[src/rtl/mem_port_arbiter.sv]
// Shares one single-port synchronous memory between instruction fetch and the MEM stage.
// Data accesses win; a starvation counter forces a fetch grant after STARVE_MAX data grants.
module mem_port_arbiter #(
  parameter int ADDR_W     = 32,
  parameter int DATA_W     = 32,
  parameter int STARVE_MAX = 4
) (
  input  logic              clk,
  input  logic              rst,
  input  logic              if_req,
  input  logic [ADDR_W-1:0] if_addr,
  output logic              if_gnt,
  output logic              if_rvalid,
  output logic [DATA_W-1:0] if_rdata,
  input  logic              d_req,
  input  logic              d_we,
  input  logic [ADDR_W-1:0] d_addr,
  input  logic [DATA_W-1:0] d_wdata,
  input  logic [3:0]        d_be,
  output logic              d_gnt,
  output logic              d_rvalid,
  output logic [DATA_W-1:0] d_rdata,
  output logic              mem_en,
  output logic [3:0]        mem_we,
  output logic [ADDR_W-3:0] mem_addr,
  output logic [DATA_W-1:0] mem_wdata,
  input  logic [DATA_W-1:0] mem_rdata,
  output logic              if_stall,
  output logic              d_stall,
  output logic [15:0]       conflict_cnt
);

  localparam logic [1:0] OWN_NONE = 2'd0;
  localparam logic [1:0] OWN_IF   = 2'd1;
  localparam logic [1:0] OWN_D    = 2'd2;
  localparam logic [3:0] STARVE_LIM = 4'(STARVE_MAX);

  typedef struct packed {
    logic              en;
    logic [3:0]        we;
    logic [ADDR_W-3:0] addr;
    logic [DATA_W-1:0] wdata;
  } mem_cmd_t;

  logic [1:0]  rd_owner;
  logic [3:0]  starve_cnt;
  logic [15:0] conflict_q;
  logic        gnt_d, gnt_if;
  mem_cmd_t    cmd;

  // Byte-offset bits never reach the word-addressed memory.
  logic unused_addr_lsb;
  assign unused_addr_lsb = ^{if_addr[1:0], d_addr[1:0]};

  // Grants are forced low while reset is held so every output reads 0.
  always_comb begin
    gnt_d  = 1'b0;
    gnt_if = 1'b0;
    if (!rst) begin
      if (d_req && !(if_req && starve_cnt == STARVE_LIM)) gnt_d  = 1'b1;
      else if (if_req)                                    gnt_if = 1'b1;
    end
  end

  always_comb begin
    cmd = '0;
    if (gnt_d) begin
      cmd.en    = 1'b1;
      cmd.we    = d_we ? d_be : 4'b0000;
      cmd.addr  = d_addr[ADDR_W-1:2];
      cmd.wdata = d_wdata;
    end else if (gnt_if) begin
      cmd.en   = 1'b1;
      cmd.addr = if_addr[ADDR_W-1:2];
    end
  end

  assign mem_en    = cmd.en;
  assign mem_we    = cmd.we;
  assign mem_addr  = cmd.addr;
  assign mem_wdata = cmd.wdata;

  assign d_gnt    = gnt_d;
  assign if_gnt   = gnt_if;
  assign if_stall = if_req & ~gnt_if & ~rst;
  assign d_stall  = d_req & ~gnt_d & ~rst;

  assign if_rvalid = (rd_owner == OWN_IF);
  assign d_rvalid  = (rd_owner == OWN_D);
  assign if_rdata  = if_rvalid ? mem_rdata : '0;
  assign d_rdata   = d_rvalid ? mem_rdata : '0;
  assign conflict_cnt = conflict_q;

  always_ff @(posedge clk or posedge rst) begin
    if (rst) begin
      rd_owner   <= OWN_NONE;
      starve_cnt <= 4'd0;
      conflict_q <= 16'd0;
    end else begin
      if (gnt_if)             rd_owner <= OWN_IF;
      else if (gnt_d && !d_we) rd_owner <= OWN_D;
      else                    rd_owner <= OWN_NONE;

      // Only a data grant that leaves fetch waiting counts toward starvation.
      if (gnt_if || !if_req)                   starve_cnt <= 4'd0;
      else if (gnt_d && starve_cnt != STARVE_LIM) starve_cnt <= starve_cnt + 4'd1;

      if (if_req && d_req && conflict_q != 16'hFFFF) conflict_q <= conflict_q + 16'd1;
    end
  end

endmodule

[config.mk]
export PLATFORM = sky130hd
export DESIGN_NAME = mem_port_arbiter
export DESIGN_NICKNAME = d
export VERILOG_FILES = /design/src/rtl/mem_port_arbiter.sv
export SDC_FILE = /design/constraint.sdc
export NUM_CORES = 1
export LEC_CHECK = 0
export ABC_CLOCK_PERIOD_IN_PS = 2400
export CAP_MARGIN = 20
export CORE_AREA = 2 2 111 113
export DETAILED_ROUTE_END_ITERATION = 6
export DIE_AREA = 0 0 113 115
export PLACE_DENSITY = 0.65
export REMOVE_ABC_BUFFERS = 1
export SLEW_MARGIN = 20
export SYNTH_ARGS = -nofsm -noshare
export SYNTH_HDL_FRONTEND = slang
export SYNTH_SLANG_ARGS = --single-unit
[constraint.sdc]
create_clock -name clk -period 2.4 [get_ports clk]
set_input_delay 0.24 -clock clk [delete_from_list [all_inputs] [get_ports clk]]
set_output_delay 0.24 -clock clk [all_outputs]
set_load 0.02 [all_outputs]
==> results_dict.tcl <==
set metrics [dict create \
    synth_seq_cells 22 \
    rrSetupSlack_ns 0.47 \
    critPathLaunchType "register" \
    die_w_um 113 \
    syn_area_per_cell_um2 8.279 \
    clk_pin_slew_ns 0.06 \
    cp_data_required_time_ns 2.16 \
    drive_gt1_frac 0.05882 \
    h-tree-depth 1 \
    worstRegToRegCells 5 \
    p_per_area_nw_per_um2 361.6 \
    reg2reg_from "conflict_cnt[1]$_DFFE_PP0P_" \
    critical_path_class "reg2out" \
    pre_cts_ws_ns 0.01647 \
    yosys_warnings 0 \
    outcome "finished with violations" \
    end_kind "primary output" \
    globalRouteOverflowTotal 0 \
    hold_class "in2async" \
    numCtsBuffers 3 \
    ctsHoldBuffers 0 \
    maxSlewViolCount 0 \
    synth_cell_types 39 \
    antenna_found_initial 0 \
    skew_ns 0.002797 \
    fin_crit_ns 2.323 \
    violations "DRC" \
    period_share 0.9680 \
    ys_seq_area_frac 0.2548 \
    grt_pass1_vias 2811 \
    synth_top_area_cell "and2_1" \
    drc_errors 20 \
    synth-main-ff-cell "dfrtp_1" \
    initial_core_util 0.1829 \
    num_rows 40 \
    max_cap_viol_count 0 \
    cts_tree "built" \
    grt_first_pass_wirelength_um 14550 \
    critPathSlowestCell "dfrtp_1" \
    worstPathMaxFanout 34 \
    crit_arrival_ns 2.08 \
    fmax_ghz 0.4305 \
    cp-startpoint "starve_cnt[0]$_DFFE_PP0P_" \
    synthCells 261 \
    grt_max_degree 69 \
    synthesis.area_um2 2161 \
    final_area_um2 5281 \
    yosys-top-cells-area "and2_1 28%, dfrtp_1 25%, a22o_1 12%" \
    place_area_um2 5219 \
    core_area_um2 11810 \
    place.gp.congestion 0.8021 \
    synth_edf_count 0 \
    fin_util 0.4471 \
    leakage_nw 2.357 \
    final_nets 685 \
    reg2reg_to "conflict_cnt[1]$_DFFE_PP0P_" \
    slew_headroom 0.6704 \
    fillers 1184 \
    drt_iter0_markers 86 \
    hpwlAfterDp_um 8489 \
    synth_top_area_share 0.2837 \
    vdd_drop_max_uv 344.3 \
    drt_first_pass_iters 6 \
    rsz0062_at_grt "false" \
    ioPinCount 290 \
    fin_ws_ns 0.07688 \
    routedWlPerCell_um 14.99 \
    ant_nets 0 \
    die_area_um2 13000 \
    viasPerCell 4.394 \
    track_usage 0.1374 \
    drt-total-wl_um 10360 \
    critical_path.cell_chain "inv_1 > ha_1 > and3b_1 > a21oi_4 > buf_12 > a22o_1 > dlygate4sd2_1" \
    clockBufferDepth 2 \
    tightest_slew_ns 0.4944 \
    num_vias 3036 \
    async_flop_share 1.000 \
    cts_sinks 22 \
    num_antenna_cells 0 \
    finalHoldViolCount 0 \
    die_height_um 115 \
    root_buffer "clkbuf_16" \
    setup_viol 0 \
    max_stage_delay_ns 0.35 \
    portBuffers 285 \
    clk_latency_ns 0.25 \
    syn_to_final_growth_pct 144.4 \
]
==> synthesized netlist by cell type, types with 5 or more instances <==
master    number
nand3_1       12
buf_2          6
clkbuf_1       9
nand4_1        5
inv_1          6
nand2_1        9
nor3_1         6
nor2_1         5
a22o_1        30
and2_1        98
and3_1         6
xnor2_1        5
xor2_1         9
dfrtp_1       22
==> routing by layer <==
layer	vias up	wire, um	track usage
li1	1463	-	-
met1	1367	3848	0.1639
met2	196	5296	0.2491
met4	0	117	0.02764
met5	-	0	0
met3	10	1097	0.03690
==> worst max-delay path by stage <==
stage,slack (ns),end,depth (start not counted)
after floorplan,-0.41,mem_addr[0],4
after global routing,0.003,mem_we[1],7
after CTS,0.05,mem_addr[28],7
final,0.08,mem_addr[20],7
after global placement,0.05,mem_wdata[7],6
after detailed placement,0.02,mem_addr[28],7
==> logic make-up after synthesis <==
logic type,Yosys count,synth area share
simple gates,155,0.4476
compound gates,37,0.1459
xor+xnor,14,0.05675
fa+ha+maj,3,0.01737
flops,22,0.2548
mux,3,0.01679
buf+inv,27,0.06080
==> final cells by class <==
cell class	instances	area, um^2	share of cell area
timing repair buffer	300	2933	0.5553
sequential	22	550.5	0.1042
inverter	6	22.52	0.004264
multi-input combinational	212	1486	0.2815
clock inverter	1	30.03	0.005686
tap	147	183.9	0.03483
clock buffer	3	75.07	0.01421
==> metrics by stage <==
step | power (mW) | TNS (ns) | std cells | hold WS [ns]
6_report | 1.910 | 0 | 691 | 0.3451
5_1_grt | 2.018 | 0 | 691 | 0.4162
4_1_cts | 1.918 | 0 | 690 | 0.3460
3_5_place_dp | 1.481 | 0 | 686 | 0.4942
3_3_place_gp | 1.468 | 0 | 686 | 0.4978
2_1_floorplan | 0.8893 | -25.98 | 240 | 0.2428
==> critical path, delay by kind of cell, from the launching register on <==
kind                     cells  cell delay (ns)
AND/OR/NAND/NOR              1             0.23
AO/OA/AOI/OAI                2             0.42
buffers and inverters        3             0.62
adder cells (fa/ha/maj)      1             0.20
flip-flops                   1             0.35
==> report_power, final <==
group	leakage, nW	total, mW	internal (mW)	switching [mW]
registers	0.291	0.525	0.429	0.0966
clock network	0.0511	0.467	0.331	0.136
logic	2.02	0.917	0.512	0.406
==> flip-flops by register name (all words and copies together) (netlist names) <==
register	flops
conflict_cnt	16
rd_owner	2
starve_cnt	4
==> cells in the final DEF, fill, tap and decap left out, drive strengths merged, types with 2 or more instances in the layout <==
cell           synthesis  final
a22o                  30     30
and2                  98     98
and3                   6      6
and4                   2      2
buf                    9     17
clkbuf                12      5
clkdlybuf4s15          0     12
clkdlybuf4s50          0    216
dfrtp                 22     22
dlygate4sd2            0     52
ha                     3      3
inv                    6      6
mux2                   2      2
nand2                  9      9
nand3                 12     12
nand4                  5      5
nor2                   6      6
nor2b                  3      3
nor3                   6      6
nor4                   3      3
o21ai                  2      2
or3                    2      2
xnor2                  5      5
xor2                   9      9
==> timing repair <==
action | CTS | global route
gates resized for setup | 65 | 15
cloned | 0 | 1
setup buffers | 0 | 0
endpoints found under the setup margin | 65 | 13
Note: power is estimated with default switching activity, not from simulation.
